===== config.mk =====
export PLATFORM = sky130hd
export DESIGN_NAME = param_pushdown_stack
export DESIGN_NICKNAME = d
export VERILOG_FILES = /design/src/rtl/param_pushdown_stack_pkg.sv /design/src/rtl/param_pushdown_stack_onehot_decoder.sv /design/src/rtl/param_pushdown_stack.sv
export SDC_FILE = /design/constraint.sdc
export NUM_CORES = 1
export LEC_CHECK = 0
export ABC_CLOCK_PERIOD_IN_PS = 4300
export BUFFER_PORTS_ARGS = -buffer_cell sky130_fd_sc_hd__clkbuf_2
export CAP_MARGIN = 20
export CORE_UTILIZATION = 30
export DETAILED_ROUTE_END_ITERATION = 16
export MAX_ROUTING_LAYER = met4
export PLACE_DENSITY_LB_ADDON = 0.12
export SYNTH_ARGS = -nofsm -noshare
export SYNTH_HDL_FRONTEND = slang
export SYNTH_SLANG_ARGS = --single-unit
export TNS_END_PERCENT = 20

===== constraint.sdc =====
create_clock -name clk -period 4.3 [get_ports clk]
set_input_delay 0.43 -clock clk [delete_from_list [all_inputs] [get_ports clk]]
set_output_delay 0.43 -clock clk [all_outputs]
set_load 0.05 [all_outputs]

===== src/rtl/param_pushdown_stack_pkg.sv =====
// Shared definitions for the pushdown stack: default geometry, operation
// encoding and the operation decode helper.
package param_pushdown_stack_pkg;

  localparam int DEFAULT_WIDTH = 8;
  localparam int DEFAULT_DEPTH = 8;

  localparam logic [1:0] OP_IDLE = 2'd0;
  localparam logic [1:0] OP_PUSH = 2'd1;
  localparam logic [1:0] OP_POP  = 2'd2;
  localparam logic [1:0] OP_REPL = 2'd3;

  // push&pop on an empty stack degrades to a plain push
  function automatic logic [1:0] decode_op(input logic push, input logic pop,
                                           input logic empty);
    logic [1:0] op;
    if (push && pop && !empty) begin
      op = OP_REPL;
    end else if (push) begin
      op = OP_PUSH;
    end else if (pop) begin
      op = OP_POP;
    end else begin
      op = OP_IDLE;
    end
    return op;
  endfunction

endpackage


===== src/rtl/param_pushdown_stack_onehot_decoder.sv =====
// Parametrised N-to-2**N one-hot decoder with enable; drives the per-entry
// write enables of the stack storage.
module onehot_decoder #(
  parameter int N = 3
) (
  output logic [2**N-1:0] O,
  input  logic [N-1:0]    I,
  input  logic            EN
);

  for (genvar k = 0; k < 2**N; k++) begin : g_out
    assign O[k] = EN & (I == N'(k));
  end

endmodule


===== src/rtl/param_pushdown_stack.sv =====
// DEPTH x WIDTH LIFO with registered top-of-stack, occupancy count and
// sticky overflow/underflow flags.
module param_pushdown_stack
  import param_pushdown_stack_pkg::*;
#(
  parameter  int WIDTH  = DEFAULT_WIDTH,
  parameter  int DEPTH  = DEFAULT_DEPTH,
  localparam int ADDR_W = $clog2(DEPTH)
) (
  input  logic              clk,
  input  logic              rst_n,
  input  logic              push,
  input  logic              pop,
  input  logic              clr_err,
  input  logic [WIDTH-1:0]  din,
  output logic [WIDTH-1:0]  dout,
  output logic [ADDR_W:0]   count,
  output logic              empty,
  output logic              full,
  output logic              overflow,
  output logic              underflow
);

  localparam logic [ADDR_W:0]   CNT_ZERO = {(ADDR_W+1){1'b0}};
  localparam logic [ADDR_W:0]   CNT_ONE  = {{ADDR_W{1'b0}}, 1'b1};
  localparam logic [ADDR_W:0]   CNT_TWO  = (ADDR_W+1)'(2);
  localparam logic [ADDR_W:0]   CNT_FULL = (ADDR_W+1)'(DEPTH);
  localparam logic [ADDR_W-1:0] IDX_ONE  = {{(ADDR_W-1){1'b0}}, 1'b1};
  localparam logic [ADDR_W-1:0] IDX_TWO  = ADDR_W'(2);
  localparam logic [WIDTH-1:0]  DATA_ZERO = {WIDTH{1'b0}};

  logic [ADDR_W:0]   count_q, count_d;
  logic [WIDTH-1:0]  dout_q, dout_d;
  logic              overflow_q, overflow_d;
  logic              underflow_q, underflow_d;
  logic [WIDTH-1:0]  mem_q [DEPTH];

  logic [1:0]        op_s;
  logic              empty_s, full_s;
  logic              wr_en_s;
  logic [ADDR_W-1:0] wr_idx_s;
  logic [ADDR_W-1:0] top_idx_s;
  logic [ADDR_W-1:0] below_idx_s;
  logic [DEPTH-1:0]  we_s;
  logic              ovf_set_s, unf_set_s;

  assign empty_s     = (count_q == CNT_ZERO);
  assign full_s      = (count_q == CNT_FULL);
  assign op_s        = decode_op(push, pop, empty_s);
  // Index arithmetic wraps modulo DEPTH; each use is guarded by a count check
  assign top_idx_s   = count_q[ADDR_W-1:0] - IDX_ONE;
  assign below_idx_s = count_q[ADDR_W-1:0] - IDX_TWO;

  // Next-state for count, top-of-stack register, write port and error flags
  always_comb begin
    count_d   = count_q;
    dout_d    = dout_q;
    wr_en_s   = 1'b0;
    wr_idx_s  = count_q[ADDR_W-1:0];
    ovf_set_s = 1'b0;
    unf_set_s = 1'b0;
    case (op_s)
      OP_PUSH: begin
        if (!full_s) begin
          wr_en_s = 1'b1;
          count_d = count_q + CNT_ONE;
          dout_d  = din;
        end else begin
          ovf_set_s = 1'b1;
        end
      end
      OP_POP: begin
        if (!empty_s) begin
          count_d = count_q - CNT_ONE;
          if (count_q >= CNT_TWO) begin
            dout_d = mem_q[below_idx_s];
          end else begin
            dout_d = DATA_ZERO;
          end
        end else begin
          unf_set_s = 1'b1;
        end
      end
      OP_REPL: begin
        wr_en_s  = 1'b1;
        wr_idx_s = top_idx_s;
        dout_d   = din;
      end
      default: begin
        count_d = count_q;
      end
    endcase
    overflow_d  = ovf_set_s | (overflow_q  & ~clr_err);
    underflow_d = unf_set_s | (underflow_q & ~clr_err);
  end

  onehot_decoder #(.N(ADDR_W)) u_wr_dec (
    .O  (we_s),
    .I  (wr_idx_s),
    .EN (wr_en_s)
  );

  // Control and output registers
  always_ff @(posedge clk or negedge rst_n) begin
    if (!rst_n) begin
      count_q     <= CNT_ZERO;
      dout_q      <= DATA_ZERO;
      overflow_q  <= 1'b0;
      underflow_q <= 1'b0;
    end else begin
      count_q     <= count_d;
      dout_q      <= dout_d;
      overflow_q  <= overflow_d;
      underflow_q <= underflow_d;
    end
  end

  // Entry storage; contents are meaningless above count so no reset needed
  always_ff @(posedge clk) begin
    for (int k = 0; k < DEPTH; k++) begin
      if (we_s[k]) begin
        mem_q[k] <= din;
      end
    end
  end

  assign dout      = dout_q;
  assign count     = count_q;
  assign empty     = empty_s;
  assign full      = full_s;
  assign overflow  = overflow_q;
  assign underflow = underflow_q;

endmodule


== Word level (Yosys, flattened, before mapping) ==
Memories as Yosys holds them, arrays and structs flattened.
Cells that the tools add are included.
Word-level totals
  RAM bits: 64
  ROM bits: 0
  output and inout port bits: 16
  input port bits: 13
  register bits: 14
  latch bits: 0
  memories: 1
Cells by class
  multipliers: 0
  muxes and demuxes: 54
  equality and inequality tests: 13
  add/subtract/negate cells: 4
  reductions and logical operators: 16
  bitwise logic cells: 13
  div/mod/pow operators: 0
  order comparisons: 1
  shifts and indexed selects: 0
Memories
  mem_q: depth 8, width 8, rd ports 1, clocked after Yosys merged registers in 0, wr ports 1, line param_pushdown_stack.sv:36  | logic [WIDTH-1:0] mem_q [DEPTH];
Operators by type and width (count)
  8-bit two-way mux: 10
  8-bit OR reduction: 7
  1-bit two-way mux: 28
  3-bit two-way mux: 8
  8-bit case mux with 3 select lines: 1
  3-bit == test, second input constant: 4
  1-bit bitwise AND: 10
  4-bit two-way mux: 2
  4-bit case mux with 2 select lines: 1
  3-bit by 2-bit == test with 1-bit output, second input constant: 2
  2-bit two-way mux: 3
  3-bit AND reduction: 2
  4-bit by 1-bit adder with 4-bit output, second input constant: 1
  2-bit == test, second input constant: 2
  4-bit == test, second input constant: 1
  4-bit by 2-bit >= comparator with 1-bit output, second input constant: 1
  4-bit zero test: 1
  2-bit inequality test, second input constant: 2
  4-bit by 1-bit subtractor with 4-bit output, second input constant: 1
  3-bit by 1-bit == test with 1-bit output, second input constant: 1
  3-bit zero test: 1
  3-bit nonzero test: 1
  3-bit by 1-bit subtractor with 3-bit output, second input constant: 1
  3-bit by 2-bit subtractor with 3-bit output, second input constant: 1
  7 further kinds: 9

== Longest topological paths before layout ==
Gate-level depths: netlist of the first run.
  depth after elaboration: 18
  mapped depth: 9
  depth with buffers taken out: 7

== Cells and area by module ==
From an unflattened synthesis of the first run, not the netlist that was laid out.
Second synthesis, totals
  cells, all modules: 187
  area total of the unflattened synthesis: 3372.0 µm²
By module, submodules not included
  param_pushdown_stack: area each 3275.6 µm², instances 1, cells an instance 179
  onehot_decoder: area each 96.3 µm², instances 1, cells an instance 8

== Worst setup path after synthesis of the first run ==
No wires, ideal clock.
  path type: reg-to-reg
  start point: register count_q[1], in the netlist count[1]
  end point: memory mem_q[4][0] (netlist name), enable pin
  buffers on the path: 2
  arrival time: 2.941 ns
  stages on the path, launching flop included: 9
  period minus slack after synthesis: 3.312 ns
  required time: 3.930 ns
  setup slack: 0.988 ns
  cells stage by stage: dfrtp_1 -> buf_6 -> clkbuf_1 -> inv_1 -> ha_1 -> nor3b_2 -> o21ai_1 -> a2bb2oi_1 -> nor2_1
RTL lines
  start: declaration: line param_pushdown_stack.sv:32  | logic [ADDR_W:0] count_q, count_d;
  start signal: assignment: line param_pushdown_stack.sv:111  | count_q <= count_d;
  4-bit zero test (*): line param_pushdown_stack.sv:47  | assign empty_s = (count_q == CNT_ZERO);
  net empty: line param_pushdown_stack.sv:18  | output logic empty,
  1-bit zero test (*)
  1-bit logical AND (*): line param_pushdown_stack_pkg.sv:17  | if (push && pop && !empty) begin
  2-bit two-way mux (*): line param_pushdown_stack_pkg.sv:17
  2-bit == test: line param_pushdown_stack.sv:62  | case (op_s)
  3-bit two-way mux: line param_pushdown_stack.sv:62
  3-bit == test: line param_pushdown_stack_onehot_decoder.sv:12  | assign O[k] = EN & (I == N'(k));
  1-bit bitwise AND (*): line param_pushdown_stack_onehot_decoder.sv:12
  net u_wr_dec.O[4]: line param_pushdown_stack_onehot_decoder.sv:6  | output logic [2**N-1:0] O,
  1-bit two-way mux (*): line param_pushdown_stack.sv:121  | if (we_s[k]) begin
  1-bit two-way mux (not written as such) (*): line param_pushdown_stack.sv:122  | mem_q[k] <= din;
  8-bit OR reduction (no line)
  3-bit two-way mux (no line) / 1-bit two-way mux (equally long branches) (4 in a row)
  end: declaration: line param_pushdown_stack.sv:36
The timed path passes the listed nets; every way through them passes the cells marked *.

== Final worst setup path of the first run ==
  start point: register count_q[0], in the netlist count[0]
  end point: memory mem_q[4][0] (netlist name), enable pin
RTL lines (line)
  4-bit zero test: param_pushdown_stack.sv:47
  1-bit zero test
  1-bit logical AND: param_pushdown_stack_pkg.sv:17
  2-bit two-way mux: param_pushdown_stack_pkg.sv:17
  2-bit == test: param_pushdown_stack.sv:62
  3-bit two-way mux: param_pushdown_stack.sv:62
  3-bit == test: param_pushdown_stack_onehot_decoder.sv:12
  1-bit bitwise AND (*): param_pushdown_stack_onehot_decoder.sv:12
  net u_wr_dec.O[4]: param_pushdown_stack_onehot_decoder.sv:6
  1-bit two-way mux (*): param_pushdown_stack.sv:121
  1-bit two-way mux (not written as such) (*): param_pushdown_stack.sv:122
  8-bit OR reduction (no line)
  3-bit two-way mux (no line) / 1-bit two-way mux (equally long branches) (4 in a row)
Marked as above.

==> results of run 1 <==
## kinds of logic (layout without fill, tap and decap cells)
family,count (synthesis),in the layout,share of synthesized area [%]
DFF,78,78,66.7
and+or+nand+nor,43,43,6.03
muxes,27,27,14.3
AOI/OAI and AO/OA,22,22,6.36
buffers and inverters,18,57,3.49
adders and majority gates,5,5,2.06
xor gates and xnor gates,4,4,1.03
## final cells by class
class | instances | area [um2]
fillers | 1048 | 6970
flip-flops and latches | 78 | 2270
multi-input cells | 101 | 1010
clock buffers | 9 | 225
repair buffers | 33 | 178
well taps | 140 | 175
clock inverters | 7 | 72.6
inverters | 8 | 30.0
## Yosys cell counts, drive strengths merged (3+ instances only)
cell type  instances  area share [%]
edfxtp            64              56
nand2             22             2.4
mux4              16              11
dfrtp             14              10
mux2i             10             2.9
nor2               9            0.99
buf                8             2.1
inv                8            0.88
o221ai             8             3.5
a2bb2oi            4             1.0
ha                 4             1.5
a21oi              3            0.44
nand3              3            0.44
o21ai              3            0.44
xnor2              3            0.77
## worst max path at each step
| stage | from | end | slack, ps |
|---|---|---|---|
| after floorplan | count[1] | mem_q[4][0] | 990 |
| after global placement | count[0] | mem_q[4][6] | 1270 |
| after detailed placement | count[0] | mem_q[4][6] | 1220 |
| after CTS | count[0] | mem_q[4][0] | 1190 |
| after global routing | count[0] | mem_q[4][0] | 1060 |
| final | count[0] | mem_q[4][0] | 1260 |
## state kept, by name, summed over array words and instances, names as in the netlist
signal,flops
mem_q,64
dout,8
count,4
overflow,1
underflow,1
## worst max-delay path, cell delays in order (launching register included)
cell       delay [ps]
dfrtp_1           320
buf_4             350
inv_1             240
ha_1              300
nor3b_2           200
nor3_1            300
a2bb2oi_1         130
nor2_1            800
## power by group
| group | total, mW | internal [mW] | switching (mW) |
|---|---|---|---|
| clock | 0.757 | 0.451 | 0.305 |
| combinational | 1.00 | 0.382 | 0.620 |
| sequential | 1.07 | 0.975 | 0.0896 |
## through the flow
step	std cells	setup WS, ps	cell area [um2]	utilization [%]
after floorplan	197	988	3400	-
final	376	1260	3970	36.3
after detailed placement	360	1220	3670	33.5
after global routing	376	1060	3970	36.3
after global placement	360	1270	3670	33.5
after CTS	376	1190	3970	36.3
## metal layers
layer / track usage (%) / vias to the layer above
li1: - / 837
met1: 18.5 / 916
met2: 21.6 / 45
met3: 3.86 / 7
met4: 4.92 / 0
met5: - / -
==> results.sh, run 1 <==
export IMPL_status="finished, final reports clean"
export IMPL_antennaDiodeCount=0
export IMPL_syn_nets=215
export IMPL_synth_cells=197
export IMPL_core_area_mm2=0.0109
export IMPL_cts_sinks=78
export IMPL_drtPass1Iterations=4
export IMPL_drt_met1_wl_um=3450
export IMPL_io_buffers=28
export IMPL_ys_seq_elements=78
export IMPL_cts_resized=0
export IMPL_synthDistinctLibCells=36
export IMPL_arrival_ps=2990
export IMPL_clk_pin_slew_worst_paths_ps=60
export IMPL_dieArea_mm2=0.0118
export IMPL_ys_seq_area_share_pct=66.7
export IMPL_route_met3_wl_um=304
export IMPL_worst_pin_slew_ps=1030
export IMPL_slew_headroom_pct=31.2
export IMPL_endpoint_kind="flip-flop"
export IMPL_groute_usage_overall_pct=14.3
export IMPL_path_max_fanout=22
export IMPL_period_share_pct=70.8
export IMPL_cts_root_buf="clkbuf_16"
export IMPL_wl_met2_um=3390
export IMPL_ant_nets=0
export IMPL_min_period_ps=3040
export IMPL_rsz0062_at_grt="false"
export IMPL_grt_first_pass_wirelength_um=11300
export IMPL_nNetsFinal=249
export IMPL_ctsHoldBuffers=0
export IMPL_syn_area_mm2=0.00340
export IMPL_antenna_found_initial=0
export IMPL_cts_tree="built"
export IMPL_synth_edff_count=64
export IMPL_reg2reg_slack_ps=1260
export IMPL_synth_main_ff_cell="edfxtp_1"
export IMPL_top_layer="met4"
export IMPL_fmax_mhz=328
export IMPL_routed_wl_um=7240
export IMPL_startpoint_type="flip-flop"
export IMPL_setup_viol_count_final=0
export IMPL_syn2layout_area_growth_pct=16.5
export IMPL_fin_skew_ps=8.27
export IMPL_layout_common_cells="edfxtp_1, clkbuf_2, nand2_1, dfrtp_1, mux4_2"
export IMPL_synth_area_per_cell_um2=17.3
export IMPL_drt_vias_per_instance=4.80
export IMPL_power_density_mw_per_mm2=712
export IMPL_hold_violations=0
export IMPL_wire_per_inst_um=19.3
export IMPL_row_count=38
export IMPL_io_pins=29
export IMPL_dp_hpwl_um=4620
export IMPL_worstRegToRegCells=7
export IMPL_total_leakage_power_nw=1.45
export IMPL_r2r_end="mem_q[4][0]"
export IMPL_drc=0
export IMPL_tns_ps=0
export IMPL_htreeDepth=3
export IMPL_clk_latency_ps=330
export IMPL_ys_async_sr_fraction_pct=17.9
export IMPL_totalPowerFinal_mw=2.82
export IMPL_cts_buffer_depth=2
export IMPL_cts_post_setup_buffers_inserted=0
export IMPL_grt_max_degree=23
export IMPL_setup_worst_path_class="reg2reg"
export IMPL_maxCapViolations=0
export IMPL_grt_pass1_vias=1880
export IMPL_vias=1805
export IMPL_ys_warn_count=0
export IMPL_die_h_um=109
export IMPL_layout_drive_gt1_share_pct=30.1
export IMPL_min_path_type="in2async"
export IMPL_drv_slew=0
export IMPL_worstPathRequired_ps=4250
export IMPL_cts_buffers_inserted=9
export IMPL_die_w_um=109
export IMPL_peakVddDrop_uv=355
export IMPL_drt_iter0_markers=68
export IMPL_place_gp_congestion=0.698
export IMPL_gr_total_overflow=0
export IMPL_start_util_pct=31.1
export IMPL_crit_reg2reg_launch="count[0]"
export IMPL_layout_commonest_cell="edfxtp_1"
export IMPL_finalHoldWorstSlack_ps=23.4
Power figures use the tool's default switching activity.
==> run 2, diff against run 1 <==
--- a/config.mk
+++ b/config.mk
@@ -5,7 +5,7 @@
 export SDC_FILE = /design/constraint.sdc
 export NUM_CORES = 1
 export LEC_CHECK = 0
-export ABC_CLOCK_PERIOD_IN_PS = 4300
+export ABC_CLOCK_PERIOD_IN_PS = 3100
 export BUFFER_PORTS_ARGS = -buffer_cell sky130_fd_sc_hd__clkbuf_2
 export CAP_MARGIN = 20
 export CORE_UTILIZATION = 30
==> constraint.sdc (replaced) <==
create_clock -name clk -period 3.1 [get_ports clk]
set_input_delay 0.31 -clock clk [delete_from_list [all_inputs] [get_ports clk]]
set_output_delay 0.31 -clock clk [all_outputs]
set_load 0.05 [all_outputs]
==> run 2 against run 1 <==
  * Via count grew 4.5%
  * Clock-buffer cell count grew 3
  * Flip-flop and latch count is the same
  * Largest power group is now combinational logic
  * Non-clock buffer count grew 13
  * Hold slack gained 150 ps
  * Largest cell class unchanged
==> results.sh, run 2 (synthesis results as in run 1) <==
export IMPL_grt_max_degree=22
export IMPL_layout_common_cells="edfxtp_1, clkbuf_2, nand2_1, buf_4, dfrtp_1"
export IMPL_groute_usage_overall_pct=14.9
export IMPL_die_w_um=109
export IMPL_worst_pin_slew_ps=600
export IMPL_start_util_pct=31.1
export IMPL_layout_commonest_cell="edfxtp_1"
export IMPL_drc=0
export IMPL_layout_drive_gt1_share_pct=33.3
export IMPL_place_gp_congestion=0.690
export IMPL_io_pins=29
export IMPL_largest_reg_flops=64
export IMPL_maxCapViolations=0
export IMPL_routed_wl_um=7640
export IMPL_status="finished, final reports clean"
export IMPL_antenna_found_initial=0
export IMPL_io_buffers=28
export IMPL_slew_headroom_pct=60.0
export IMPL_row_count=38
export IMPL_fin_area_mm2=0.00405
export IMPL_drtPass1Iterations=4
export IMPL_min_period_ps=2340
export IMPL_antennaDiodeCount=0
export IMPL_power_density_mw_per_mm2=971
export IMPL_drt_iter0_markers=89
export IMPL_regMostFlops="mem_q"
export IMPL_grt_first_pass_wirelength_um=11900
export IMPL_gr_total_overflow=0
export IMPL_drt_vias_per_instance=4.85
export IMPL_die_h_um=109
export IMPL_wire_per_inst_um=19.6
export IMPL_path_max_fanout=7
export IMPL_clk_latency_ps=330
export IMPL_cts_buffers_inserted=9
export IMPL_period_share_pct=75.6
export IMPL_total_leakage_power_nw=1.52
export IMPL_setup_worst_path_class="reg2reg"
export IMPL_rsz0062_at_grt="false"
export IMPL_setup_viol_count_final=0
export IMPL_fmax_mhz=427
export IMPL_nNetsFinal=262
export IMPL_core_area_mm2=0.0109
export IMPL_place_area_mm2=0.00376
export IMPL_syn2layout_area_growth_pct=19.1
export IMPL_clk_pin_slew_worst_paths_ps=60
export IMPL_worstPathRequired_ps=3140
export IMPL_dp_hpwl_um=5030
export IMPL_tns_ps=0
export IMPL_arrival_ps=2380
export IMPL_cts_buffer_depth=2
export IMPL_min_path_type="in2reg"
export IMPL_drv_slew=0
export IMPL_endpoint_kind="flip-flop"
export IMPL_startpoint_type="flip-flop"
export IMPL_peakVddDrop_uv=328
export IMPL_cts_root_buf="clkbuf_16"
export IMPL_cts_post_setup_buffers_inserted=0
export IMPL_ant_nets=0
export IMPL_vias=1887
export IMPL_cts_sinks=78
export IMPL_cts_tree="built"
export IMPL_hold_violations=0
export IMPL_htreeDepth=3
export IMPL_fin_skew_ps=8.34
export IMPL_dieArea_mm2=0.0118
export IMPL_grt_pass1_vias=1983
## run 2: changes by cell type in the layout (fill, tap and decap cells not counted), sizes merged
cell,before,now
bufinv,1,0
buf,5,17
clkbuf,37,40
dlygate4sd3,0,1
inv,10,8
## run 2: worst paths after layout
kind	end	slack [ps]	from	cells after the start
hold reg to reg	dout[2]	500	dout[2]	2
max in group asynchronous	dout[5]	2340	rst_n	2
setup reg to reg	mem_q[3][5]	760	count[0]	7
min in group asynchronous	dout[2]	450	rst_n	2
hold / removal	underflow	180	clr_err	2
setup / recovery	mem_q[3][5]	760	count[0]	7
## run 2: repair_timing
| item | 4_1_cts | 5_1_grt |
|---|---|---|
| hold endpoints to repair | 14 | 0 |
| hold buffers | 1 | 0 |
| resized for setup | 0 | 0 |
## run 2: cell type report
class                           count  area [um2]
Fill cell                        1057        6880
Sequential cell                    78        2270
Multi-Input combinational cell    101        1020
Timing Repair Buffer               46         278
Clock buffer                       12         256
Tap cell                          140         175
Inverter                            8        30.0
Clock inverter                      4        22.5
## run 2: per-layer routing
layer / share of wire (%) / global-route usage (%) / vias to the layer above
met4: 0.94 / 4.63 / 0
met5: 0 / - / -
met3: 3.1 / 3.25 / 5
li1: - / - / 865
met2: 47 / 22.9 / 34
met1: 49 / 19.7 / 983
## run 2: power breakdown
group          total, mW  internal (mW)  switching [mW]
Sequential          1.46           1.35           0.112
Combinational       1.49          0.578           0.910
Clock              0.983          0.582           0.401
## run 2: critical path, cell delays in order (launching register included)
cell       delay (ps)
dfrtp_1           380
inv_1             220
ha_1              270
nor3b_4           310
o21ai_1           140
a2bb2oi_1         170
nor2_1            330
buf_4             230
## run 2: per-stage QoR
stage / worst slack [ps] / hold slack (ps) / total power, mW / cells / utilization (%)
2_1_floorplan: 22.6 / 14.4 / 2.61 / 197 / -
3_3_place_gp: 790 / 275 / 3.00 / 372 / 34.4
3_5_place_dp: 731 / 268 / 3.01 / 372 / 34.4
4_1_cts: 717 / 165 / 4.00 / 389 / 37.1
5_1_grt: 544 / 190 / 4.15 / 389 / 37.1
6_report: 757 / 178 / 3.94 / 389 / 37.1
==> run 3, diff against run 2 <==
--- a/config.mk
+++ b/config.mk
@@ -5,7 +5,8 @@
 export SDC_FILE = /design/constraint.sdc
 export NUM_CORES = 1
 export LEC_CHECK = 0
-export ABC_CLOCK_PERIOD_IN_PS = 3100
+export ABC_AREA = 1
+export ABC_CLOCK_PERIOD_IN_PS = 2200
 export BUFFER_PORTS_ARGS = -buffer_cell sky130_fd_sc_hd__clkbuf_2
 export CAP_MARGIN = 20
 export CORE_UTILIZATION = 30
==> constraint.sdc (replaced) <==
create_clock -name clk -period 2.2 [get_ports clk]
set_input_delay 0.22 -clock clk [delete_from_list [all_inputs] [get_ports clk]]
set_output_delay 0.22 -clock clk [all_outputs]
set_load 0.05 [all_outputs]
==> run 3 against run 2 <==
  * Cell count grew 34%
  * Utilization grew 0.69 points
  * Design area grew 6.4%
  * First-iteration DRC count grew 19%
  * Register-to-register slack lost 500 ps
  * Global-route usage grew 2.1 points
  * Sequential power grew 38%
  * Sequential share of layout area shrank 3.3 points
  * Hold slack lost 93 ps
  * Highest routed layer unchanged
==> results.sh, run 3 <==
export IMPL_status="finished, final reports clean"
export IMPL_cts_buffer_depth=2
export IMPL_totalPowerFinal_mw=6.32
export IMPL_drc=0
export IMPL_dp_hpwl_um=6230
export IMPL_drt_iter0_markers=106
export IMPL_synth_edff_count=64
export IMPL_ant_nets=0
export IMPL_stdcell_count=521
export IMPL_io_buffers=28
export IMPL_fmax_mhz=514
export IMPL_clk_latency_ps=340
export IMPL_synth_top_area_share_pct=54.5
export IMPL_start_util_pct=30.9
export IMPL_slew_headroom_pct=69.5
export IMPL_antennaDiodeCount=0
export IMPL_maxCapViolations=0
export IMPL_synth_top_cells_by_count="nand2_1, edfxtp_1, nand3_1, inv_1, nor2_1"
export IMPL_antenna_found_initial=0
export IMPL_ys_async_sr_fraction_pct=17.9
export IMPL_cp_slowest_stage_delay_ps=380
export IMPL_rsz0062_at_grt="false"
export IMPL_clk_pin_slew_worst_paths_ps=60
export IMPL_ctsHoldBuffers=1
export IMPL_crit_start="count[2]"
export IMPL_grt_pass1_vias=2338
export IMPL_synth_most_common_cell="nand2_1"
export IMPL_cts_post_setup_buffers_inserted=0
export IMPL_r2r_end="mem_q[5][3]"
export IMPL_worst_path_max_delay_cell="dfrtp_1"
export IMPL_reg2reg_slack_ps=260
export IMPL_synthDistinctLibCells=30
export IMPL_ys_seq_elements=78
export IMPL_critical_path_cell_chain="nor2_2 -> nand2_4 -> nand2_4 -> nand2_1 -> o21ai_1 -> nand2_1 -> nor2_4"
export IMPL_yosysTopAreaCell="edfxtp_1"
export IMPL_syn2layout_area_growth_pct=22.3
export IMPL_endpoint_kind="flip-flop"
export IMPL_dieArea_mm2=0.0122
export IMPL_setup_viol_count_final=0
export IMPL_die_h_um=110
export IMPL_crit_end="mem_q[5][3]"
export IMPL_htreeDepth=3
export IMPL_power_density_mw_per_mm2=1460
export IMPL_min_period_ps=1940
export IMPL_die_w_um=110
export IMPL_cts_sinks=78
export IMPL_dp_cells=504
export IMPL_crit_family="simple AND/OR/NAND/NOR gates"
export IMPL_setup_worst_path_class="reg2reg"
export IMPL_layout_commonest_cell="nand2_1"
export IMPL_peakVddDrop_uv=536
export IMPL_synth_area_per_cell_um2=10.6
export IMPL_syn_area_mm2=0.00352
export IMPL_critical_path_depth=7
export IMPL_routed_wl_um=9050
export IMPL_dp_slack_ps=259
export IMPL_tns_ps=0
export IMPL_ys_top_cells_by_area="edfxtp_1, nand2_1, dfrtp_1"
export IMPL_groute_usage_overall_pct=17.1
export IMPL_row_count=39
export IMPL_vias=2405
export IMPL_wire_per_inst_um=17.4
export IMPL_layout_common_cells="nand2_1, edfxtp_1, nand3_1, clkbuf_2, inv_1"
export IMPL_syn_nets=352
export IMPL_ys_seq_area_share_pct=64.5
export IMPL_cts_buffers_inserted=9
export IMPL_ys_warn_count=0
export IMPL_crit_reg2reg_launch="count[2]"
export IMPL_path_buf_inv=0
export IMPL_cts_root_buf="clkbuf_16"
export IMPL_hold_violations=0
export IMPL_arrival_ps=1970
export IMPL_total_leakage_power_nw=1.77
export IMPL_worstRegToRegCells=7
export IMPL_nNetsFinal=391
export IMPL_finalHoldWorstSlack_ps=85.5
export IMPL_synth_main_ff_cell="edfxtp_1"
export IMPL_largest_reg_flops=64
export IMPL_cts_tree="built"
export IMPL_grt_first_pass_wirelength_um=13800
export IMPL_core_area_mm2=0.0114
export IMPL_io_pins=29
export IMPL_drtPass1Iterations=4
export IMPL_min_path_type="in2reg"
export IMPL_path_max_fanout=8
export IMPL_finalWorstSetupSlack_ps=255
export IMPL_gr_total_overflow=0
export IMPL_cts_resized=0
export IMPL_worstPathRequired_ps=2220
export IMPL_drv_slew=0
export IMPL_synth_cells=334
export IMPL_fin_skew_ps=5.97
export IMPL_layout_drive_gt1_share_pct=23.5
export IMPL_place_gp_congestion=0.785
export IMPL_worst_pin_slew_ps=457
export IMPL_regMostFlops="mem_q"
export IMPL_startpoint_type="flip-flop"
export IMPL_drt_vias_per_instance=4.62
export IMPL_grt_max_degree=37
export IMPL_period_share_pct=88.4
-- run 3: changes by cell type in the layout (fill, tap and decap cells not counted), moves of 4 or more --
| cell | before | now |
|---|---|---|
| nor2_2 | 0 | 4 |
| nand2_4 | 0 | 7 |
| mux2i_1 | 10 | 0 |
| a21oi_1 | 3 | 16 |
| nor2_4 | 0 | 9 |
| buf_4 | 17 | 8 |
| o221ai_2 | 8 | 0 |
| nand3_1 | 3 | 33 |
| a2bb2oi_1 | 4 | 0 |
| inv_1 | 7 | 23 |
| nand2_1 | 22 | 110 |
| mux4_1 | 4 | 0 |
| mux4_2 | 12 | 0 |
-- run 3: cell type report --
class	instances	area (um2)
fill	1148	7110
sequential	78	2270
multi-input combinational	217	1200
clock buffer	9	225
timing repair buffer	37	210
tap	143	179
inverter	30	126
clock inverter	7	96.3
-- run 3: stage by stage --
| stage | instance area, um2 | util, % |
|---|---|---|
| 2_1_floorplan | 3660 | - |
| 5_1_grt | 4310 | 37.8 |
| 6_report | 4310 | 37.8 |
| 3_5_place_dp | 3980 | 34.9 |
| 4_1_cts | 4310 | 37.8 |
| 3_3_place_gp | 3980 | 34.9 |
-- run 3: cells by family (layout without fill, tap and decap cells) --
group,count (synthesis),in the layout,synth area share [%]
simple gates,183,183,23.4
flops,78,78,64.5
buf+inv,39,83,4.76
compound gates,24,24,3.98
fa+ha+maj,5,5,1.99
xor+xnor,5,5,1.46
-- run 3: how the worst min path moves through the flow --
stage,to,from,depth (start not counted),slack (ps)
floorplan,count[0],rst_n,0,-80
global placement,dout[3],rst_n,1,170
detailed placement,dout[5],rst_n,1,170
CTS,overflow,clr_err,2,80
global route,overflow,clr_err,2,90
finish,overflow,clr_err,2,90
-- run 3: where the power goes --
part,switching [mW],total (mW),internal (mW),leakage (nW)
registers,0.103,2.02,1.92,0.747
logic,1.95,2.68,0.724,0.872
clock network,0.617,1.61,0.997,0.150
total,2.67,6.32,3.64,1.77
-- run 3: layer usage --
metal	up-vias	wire, um	GRT usage (%)
met3	14	273	2.65
met1	1170	4430	23.5
li1	1188	-	-
met5	-	0	-
met4	0	184	7.61
met2	33	4150	24.8
-- run 3: worst reg2reg max path, stage by stage, from the launching register on --
cell and delay [ps]:
dfrtp_1 380, nor2_2 250, nand2_4 120, nand2_4 120, nand2_1 60, o21ai_1 190
nand2_1 210, nor2_4 290
